--- config.mk ---
export PLATFORM = sky130hd
export DESIGN_NAME = fproc_arbiter_flat
export DESIGN_NICKNAME = d
export VERILOG_FILES = /design/src/rtl/fproc_pkg.sv /design/src/rtl/fproc_arbiter_if.sv /design/src/rtl/fproc_arbiter_rr_arbiter.sv /design/src/rtl/fproc_arbiter.sv /design/src/flat_wrapper.sv
export SDC_FILE = /design/constraint.sdc
export NUM_CORES = 1
export LEC_CHECK = 0
export CORE_MARGIN = 2
export CORE_UTILIZATION = 25
export DETAILED_ROUTE_END_ITERATION = 10
export DONT_BUFFER_PORTS = 1
export HOLD_SLACK_MARGIN = 0.1
export PLACE_DENSITY = 0.48
export SETUP_SLACK_MARGIN = 0.02
export SLEW_MARGIN = 15
export SYNTH_ARGS = -nofsm -noshare
export SYNTH_HDL_FRONTEND = slang
export SYNTH_SLANG_ARGS = --single-unit
export TNS_END_PERCENT = 30
--- constraint.sdc ---
create_clock -name clk -period 2.5 [get_ports clk]
set_input_delay 0.5 -clock clk [delete_from_list [all_inputs] [get_ports clk]]
set_output_delay 0.5 -clock clk [all_outputs]
set_load 0.005 [all_outputs]
--- src/rtl/fproc_pkg.sv ---
// Shared definitions for the fproc arbiter slice.
//   FPROC_ID_WIDTH : default width of a function-processor request id
//   fparb_state_t  : arbiter sequencing state (IDLE waits for a pending
//                    request, WAIT holds one issued request until it completes)
package fproc_pkg;

    localparam int FPROC_ID_WIDTH = 8;

    typedef enum logic {
        IDLE = 1'b0,
        WAIT = 1'b1
    } fparb_state_t;

endpackage

--- src/rtl/fproc_arbiter_if.sv ---
// Bundle of the core-side and fproc-side handshake signals of the arbiter.
//   core_enable / core_id : per-core request pulse and id (core i at [i*W+:W])
//   core_ready / core_data: per-core response pulse and held result
//   fp_enable / fp_id     : request pulse and held id towards the shared fproc
//   fp_ready / fp_data    : fproc response strobe and result
//   timeout_err           : sticky flag, set whenever a request was force-completed
// Modports: slave = arbiter view, master = view of the surrounding cores/fproc.
interface fproc_arbiter_if #(
    parameter int N_CORES        = 4,
    parameter int DATA_WIDTH     = 32,
    parameter int FPROC_ID_WIDTH = 8
);

    logic [N_CORES-1:0]                core_enable;
    logic [N_CORES*FPROC_ID_WIDTH-1:0] core_id;
    logic [N_CORES-1:0]                core_ready;
    logic [N_CORES*DATA_WIDTH-1:0]     core_data;
    logic                              fp_enable;
    logic [FPROC_ID_WIDTH-1:0]         fp_id;
    logic                              fp_ready;
    logic [DATA_WIDTH-1:0]             fp_data;
    logic                              timeout_err;

    modport slave (
        input  core_enable, core_id, fp_ready, fp_data,
        output core_ready, core_data, fp_enable, fp_id, timeout_err
    );

    modport master (
        output core_enable, core_id, fp_ready, fp_data,
        input  core_ready, core_data, fp_enable, fp_id, timeout_err
    );

endinterface

--- src/rtl/fproc_arbiter_rr_arbiter.sv ---
// Combinational round-robin picker.
//   req     : request vector, one bit per requester
//   ptr     : index of the requester served last
//   gnt_idx : first requesting index after ptr, wrapping (ptr+1, ptr+2, ...)
//   any     : at least one request is present (gnt_idx is meaningful only then)
// Holds no state; the pointer lives in the caller.
module rr_arbiter #(
    parameter int N = 4
) (
    input  logic [N-1:0]         req,
    input  logic [$clog2(N)-1:0] ptr,
    output logic [$clog2(N)-1:0] gnt_idx,
    output logic                 any
);

    localparam int IDX_W = $clog2(N);

    logic [IDX_W-1:0] cand;

    // The requester at ptr itself is scanned last, so whoever was just served
    // only wins again when nobody else is waiting.
    always_comb begin
        gnt_idx = ptr;
        any     = 1'b0;
        cand    = '0;
        for (int off = 1; off <= N; off++) begin
            cand = IDX_W'((int'(ptr) + off) % N);
            if (!any && req[cand]) begin
                any     = 1'b1;
                gnt_idx = cand;
            end
        end
    end

endmodule

--- src/rtl/fproc_arbiter.sv ---
// Shares one function-processor port among N_CORES proc cores.
// Each core's request (enable + id) is latched, requests are granted one at a
// time in round-robin order, issued to the shared fproc, and the result plus a
// one-cycle ready pulse are returned to the requesting core.
//   clk   : clock, all flops on the rising edge
//   reset : asynchronous, active-low
//   bus   : fproc_arbiter_if slave modport (core side and fproc side)
// TIMEOUT_CYCLES bounds the time spent waiting on the fproc (0 disables it);
// a forced completion returns all-ones data and sets the sticky timeout_err.
module fproc_arbiter
    import fproc_pkg::*;
#(
    parameter int N_CORES        = 4,
    parameter int DATA_WIDTH     = 32,
    parameter int FPROC_ID_WIDTH = fproc_pkg::FPROC_ID_WIDTH,
    parameter int TIMEOUT_CYCLES = 1024
) (
    input logic           clk,
    input logic           reset,
    fproc_arbiter_if.slave bus
);

    localparam int IDX_W = $clog2(N_CORES);
    localparam int CNT_W = (TIMEOUT_CYCLES > 0) ? $clog2(TIMEOUT_CYCLES + 1) : 1;
    localparam logic [IDX_W-1:0] LAST_CORE = IDX_W'(N_CORES - 1);

    fparb_state_t                  state, state_next;
    logic [IDX_W-1:0]              grant, grant_next;
    logic [IDX_W-1:0]              rr_ptr, rr_ptr_next;
    logic [CNT_W-1:0]              tmo_cnt, tmo_cnt_next;
    logic [N_CORES-1:0]            pend, pend_clr, capture;
    logic [FPROC_ID_WIDTH-1:0]     pend_id [N_CORES];

    logic                          fp_enable_q, fp_enable_next;
    logic [FPROC_ID_WIDTH-1:0]     fp_id_q, fp_id_next;
    logic [N_CORES-1:0]            core_ready_q, core_ready_next;
    logic [N_CORES*DATA_WIDTH-1:0] core_data_q;
    logic                          timeout_err_q;

    logic                          resp_fire;
    logic [DATA_WIDTH-1:0]         resp_data;
    logic                          timeout_hit, timeout_set;
    logic [IDX_W-1:0]              arb_idx;
    logic                          arb_any;

    rr_arbiter #(.N(N_CORES)) u_rr (
        .req     (pend),
        .ptr     (rr_ptr),
        .gnt_idx (arb_idx),
        .any     (arb_any)
    );

    // The counter starts at zero in the first WAIT cycle, so a match against
    // TIMEOUT_CYCLES-1 ends the wait after exactly TIMEOUT_CYCLES WAIT cycles.
    assign timeout_hit = (TIMEOUT_CYCLES > 0) && (tmo_cnt == CNT_W'(TIMEOUT_CYCLES - 1));

    // A completing core that re-requests on the same edge keeps its new request.
    assign capture = bus.core_enable & (~pend | pend_clr);

    always_comb begin
        state_next      = state;
        grant_next      = grant;
        rr_ptr_next     = rr_ptr;
        tmo_cnt_next    = tmo_cnt;
        fp_enable_next  = 1'b0;
        fp_id_next      = fp_id_q;
        core_ready_next = '0;
        pend_clr        = '0;
        resp_fire       = 1'b0;
        resp_data       = bus.fp_data;
        timeout_set     = 1'b0;
        case (state)
            IDLE: begin
                if (arb_any) begin
                    state_next     = WAIT;
                    grant_next     = arb_idx;
                    fp_enable_next = 1'b1;
                    fp_id_next     = pend_id[arb_idx];
                    tmo_cnt_next   = '0;
                end
            end
            WAIT: begin
                // A real response beats a timeout falling on the same cycle.
                if (bus.fp_ready) begin
                    resp_fire = 1'b1;
                end else if (timeout_hit) begin
                    resp_fire   = 1'b1;
                    resp_data   = '1;
                    timeout_set = 1'b1;
                end else begin
                    tmo_cnt_next = tmo_cnt + CNT_W'(1);
                end
                if (resp_fire) begin
                    state_next             = IDLE;
                    core_ready_next[grant] = 1'b1;
                    pend_clr[grant]        = 1'b1;
                    rr_ptr_next            = grant;
                end
            end
        endcase
    end

    always_ff @(posedge clk or negedge reset) begin
        if (!reset) begin
            state         <= IDLE;
            grant         <= '0;
            rr_ptr        <= LAST_CORE;
            tmo_cnt       <= '0;
            fp_enable_q   <= 1'b0;
            fp_id_q       <= '0;
            core_ready_q  <= '0;
            timeout_err_q <= 1'b0;
        end else begin
            state         <= state_next;
            grant         <= grant_next;
            rr_ptr        <= rr_ptr_next;
            tmo_cnt       <= tmo_cnt_next;
            fp_enable_q   <= fp_enable_next;
            fp_id_q       <= fp_id_next;
            core_ready_q  <= core_ready_next;
            timeout_err_q <= timeout_err_q | timeout_set;
        end
    end

    always_ff @(posedge clk or negedge reset) begin
        if (!reset) begin
            pend <= '0;
            for (int i = 0; i < N_CORES; i++) begin
                pend_id[i] <= '0;
            end
        end else begin
            pend <= (pend & ~pend_clr) | capture;
            for (int i = 0; i < N_CORES; i++) begin
                if (capture[i]) begin
                    pend_id[i] <= bus.core_id[i*FPROC_ID_WIDTH +: FPROC_ID_WIDTH];
                end
            end
        end
    end

    // Each core's result is held until that core's next completion.
    always_ff @(posedge clk or negedge reset) begin
        if (!reset) begin
            core_data_q <= '0;
        end else if (resp_fire) begin
            core_data_q[int'(grant)*DATA_WIDTH +: DATA_WIDTH] <= resp_data;
        end
    end

    assign bus.fp_enable   = fp_enable_q;
    assign bus.fp_id       = fp_id_q;
    assign bus.core_ready  = core_ready_q;
    assign bus.core_data   = core_data_q;
    assign bus.timeout_err = timeout_err_q;

endmodule
--- src/flat_wrapper.sv ---
// flat-port wrapper written by rule: the top's interface ports become plain ports
module fproc_arbiter_flat import fproc_pkg::*;
#(
    parameter int N_CORES        = 4,
    parameter int DATA_WIDTH     = 32,
    parameter int FPROC_ID_WIDTH = fproc_pkg::FPROC_ID_WIDTH,
    parameter int TIMEOUT_CYCLES = 1024
)
  (clk, reset, bus_core_enable, bus_core_id, bus_fp_ready, bus_fp_data, bus_core_ready, bus_core_data, bus_fp_enable, bus_fp_id, bus_timeout_err);
  fproc_arbiter_if #(.N_CORES(N_CORES), .DATA_WIDTH(DATA_WIDTH), .FPROC_ID_WIDTH(FPROC_ID_WIDTH)) bus_i ();
  input logic clk;
  input logic reset;
  input wire logic [$bits(bus_i.core_enable)-1:0] bus_core_enable;
  input wire logic [$bits(bus_i.core_id)-1:0] bus_core_id;
  input wire logic [$bits(bus_i.fp_ready)-1:0] bus_fp_ready;
  input wire logic [$bits(bus_i.fp_data)-1:0] bus_fp_data;
  output wire logic [$bits(bus_i.core_ready)-1:0] bus_core_ready;
  output wire logic [$bits(bus_i.core_data)-1:0] bus_core_data;
  output wire logic [$bits(bus_i.fp_enable)-1:0] bus_fp_enable;
  output wire logic [$bits(bus_i.fp_id)-1:0] bus_fp_id;
  output wire logic [$bits(bus_i.timeout_err)-1:0] bus_timeout_err;
  assign bus_i.core_enable = bus_core_enable;
  assign bus_i.core_id = bus_core_id;
  assign bus_i.fp_ready = bus_fp_ready;
  assign bus_i.fp_data = bus_fp_data;
  assign bus_core_ready = bus_i.core_ready;
  assign bus_core_data = bus_i.core_data;
  assign bus_fp_enable = bus_i.fp_enable;
  assign bus_fp_id = bus_i.fp_id;
  assign bus_timeout_err = bus_i.timeout_err;
  fproc_arbiter #(.N_CORES(N_CORES), .DATA_WIDTH(DATA_WIDTH), .FPROC_ID_WIDTH(FPROC_ID_WIDTH), .TIMEOUT_CYCLES(TIMEOUT_CYCLES)) u_core (.clk(clk), .reset(reset), .bus(bus_i));
endmodule
==> results by group <==
Status
  – Status: complete, but fails checks
  – Failing checks: hold timing

Setup path
  – Max FO, Critical Path: 32
  – Req. time, crit path: 2850 ps
  – CP endpoint kind: flip-flop
  – Setup CP Type: flip-flop to flip-flop
  – CP Launch Type: flip-flop
  – Worst EP arrival: 2530 ps

Timing
  – Final period util: 0.871
  – Final min period: 2180 ps
  – RSZ-0062 raised after global routing: no
  – Total negative setup slack: 0 ps
  – Worst slew pin tran: 649 ps
  – Max-slew violations: 0
  – Slew headroom: 0.566
  – Fmax: 459 MHz
  – Count of final hold-check violations: 192
  – Hold WS: -256 ps
  – Clock Skew: 11.0 ps
  – Setup violations, final: 0

Die
  – Core box area: 0.0316 mm2
  – Row cnt: 65
  – Initial Utilization: 0.253
  – Die width: 183 um
  – Die Area: 0.0334 mm2
  – Die Height: 183 um
  – Io pins: 213

Logic synthesis
  – Yosys reg bits: 194
  – EDFF count, synth: 0
  – Syn_area_per_cell: 11.4 um2
  – Synth area leader: dfrtp_1
  – Largest family of logic cells by synthesized area: compound AO/OA/AOI/OAI gates
  – Netlist cell types: 49
  – Synth Area in Adders: 0.00939
  – Post-synthesis mux area share: 0.0692
  – Area share of the largest cell type after synthesis: 0.601
  – Synth area leaders: dfrtp_1, nand2_1, o21ai_2
  – Gate Count Post-Synth: 701
  – Syn_nets: 778
  – Post-Synth XOR/XNOR Area: 0.00548
  – Yosys warning total: 0
  – Complex-gate fraction of the synthesized area: 0.141
  – Most used DFF post-synth: dfrtp_1
  – Post-synthesis simple-gate area fraction: 0.132
  – Cell Area, Synth: 0.00800 mm2
  – Asr flop ratio synth: 1.00
  – Sequential-to-total area share from yosys stat: 0.607

Power and ir drop
  – Worst VDD drop: 0.433 mV
  – Gate power share: 0.235
  – Sequential Power Share: 0.507
  – PwrDens: 1180 mW/mm2
  – Clock Power Share: 0.259
  – Leak Pwr: 0.00406 uW
  – Total power: 10,800 uW
  – NetSw: 3810 uW
  – Switching share of power: 0.354
  – Cell internal pwr: 6940 uW

Clock tree
  – Cts repair resizes: 0
  – Post-CTS Repair Setup Buffers: 0
  – CTS tree: built
  – Root Buffer: clkbuf_16
  – Clock transition at path regs: 80 ps
  – H-tree levels: 4
  – CTS Buf Count: 17
  – Clk_lat worst skew: 440 ps
  – Max clock buf depth: 2
  – CTS sink count: 194

Placed design
  – I/O Buffers: 0
  – Post-detail-place hpwl: 14.9 mm
  – Placed cell area: 0.00848 mm2
  – Cells after DPL: 1,086
  – RePlAce Congestion: 0.748

Final layout
  – Area delta synth->final: 13.5%
  – Register Area: 0.00486 mm2
  – Final net count: 780
  – # fillers: 3,299
  – Fraction of layout cells with a size suffix above 1: 0.211
  – Finished Cell Area: 0.00908 mm2
  – Multi-input logic area: 0.00286 mm2
  – Final Non-Filler Cells: 1,124

Global route
  – GRT Total Usage: 0.135
  – Largest net degree at the start of global routing: 195
  – Initial antenna violation count: 4
  – GRT overflow: 0
  – Vias in the first global route: 5,100
  – First-pass GRT wire length: 33.8 mm

Routing
  – Final wirelength: 22.6 mm
  – # DRC: 0
  – Vias per cell: 4.65
  – Post-route ant nets: 0
  – Pre-antenna DRT Iters: 4
  – DR WL/cell: 20.1 um
  – Vias: 5,225
  – DRT iter0 DRCs: 313

Run
  – Max-cap viol count: 0

Hold path
  – Min-Delay Path Class: input pin to async pin
## power by group through the flow
stage	Combinational (uW)	Clock, uW	Sequential, uW
after floorplan	2040	0	5110
after global placement	2520	0	5520
after detailed placement	2570	0	5550
after CTS	2580	2880	5490
after global routing	2850	3000	5620
final	2520	2780	5450
## layout make-up
class,instances,area share
tap,402,0.0554
sequential,194,0.535
multi-input combinational,458,0.315
timing repair buffer,21,0.0243
clock inverter,12,0.0150
antenna,6,0.00165
inverter,11,0.00469
clock buffer,20,0.0492
## cell usage after synthesis, types with 4 or more instances
master,n
dfrtp_1,192
o21ai_1,41
o21ai_0,11
buf_6,10
xnor2_1,4
buf_2,16
o21ai_2,49
o211ai_1,4
o31ai_1,32
inv_1,10
clkbuf_1,8
o221ai_1,9
nand2_2,5
nor2_1,40
mux2i_1,17
ha_1,6
nand2b_1,7
mux2_2,34
nand2_1,161
## path summary, 6_finish.rpt
check | startpoint | end | slack, ps | depth (start not counted)
max | u_core.tmo_cnt[0]$_DFFE_PN0P_ | u_core.bus.core_data[57]$_DFFE_PN0P_ | 320 | 6
min | reset | u_core.bus.core_data[11]$_DFFE_PN0P_ | -260 | 0
max reg2reg | u_core.tmo_cnt[0]$_DFFE_PN0P_ | u_core.bus.core_data[57]$_DFFE_PN0P_ | 320 | 6
min reg2reg | u_core.bus.timeout_err$_DFF_PN0_ | u_core.bus.timeout_err$_DFF_PN0_ | 500 | 1
max in group asynchronous | reset | u_core.rr_ptr[1]$_DFFE_PN1P_ | 2420 | 0
min in group clk | bus_core_enable[3] | u_core.pend[3]$_DFF_PN0_ | 170 | 1
## cell usage in the layout (no fill, tap or decap), types with 3 or more instances in the layout
cell / Yosys / routed
a31oi_1: 3 / 3
nand2_2: 5 / 5
o211ai_1: 4 / 4
o31ai_1: 32 / 32
nand2b_1: 7 / 7
ha_1: 6 / 6
clkbuf_16: 0 / 17
nor2_1: 40 / 40
xnor2_1: 4 / 4
o21ai_0: 11 / 11
mux2i_1: 17 / 17
nand2_1: 161 / 161
inv_8: 0 / 4
nand3_1: 3 / 3
o21ai_1: 41 / 41
dfrtp_1: 192 / 192
diode_2: 0 / 6
a21oi_1: 3 / 3
mux2_2: 34 / 34
inv_6: 0 / 3
buf_12: 0 / 5
buf_4: 2 / 16
nor3_1: 3 / 3
o21ai_2: 49 / 49
inv_1: 10 / 10
clkinv_4: 0 / 4
o221ai_1: 9 / 8
## logic make-up after synthesis
logic type / count (synthesis)
AOI/OAI and AO/OA: 158
xor gates and xnor gates: 5
adders and majority gates: 6
buffers and inverters: 49
DFF: 194
muxes: 51
and+or+nand+nor: 238
## through the flow
stage | hold WS (ps) | utilization | worst slack, ps
CTS | -281 | 0.287 | 271
global route | -291 | 0.287 | 124
finish | -256 | 0.288 | 323
global placement | 208 | 0.269 | 327
detailed placement | 208 | 0.269 | 288
floorplan | 204 | - | 678
## sequential cells by signal, indices dropped and copies added (netlist names)
signal and flops:
u_core.bus.core_data 128, u_core.pend_id 32, u_core.tmo_cnt 11, u_core.bus.fp_id 8, u_core.bus.core_ready 4, u_core.pend 4, u_core.grant 2, u_core.rr_ptr 2
u_core.bus.fp_enable 1, u_core.bus.timeout_err 1, u_core.state 1
## critical path, cell delays in order (launching register included)
cell and delay [ps]:
dfrtp_1 390, ha_1 190, and3_1 200, a41o_2 210, and2b_4 210, nand4_4 530, o21ai_0 340
## routing by layer
metal | global-route usage | up-vias | share of wire
met5 | 0 | - | 0.0015
met4 | 0.0326 | 6 | 0.0071
met3 | 0.0669 | 22 | 0.11
met2 | 0.211 | 208 | 0.46
met1 | 0.167 | 2558 | 0.42
li1 | - | 2431 | -
Note: power is estimated with default switching activity, not from simulation.
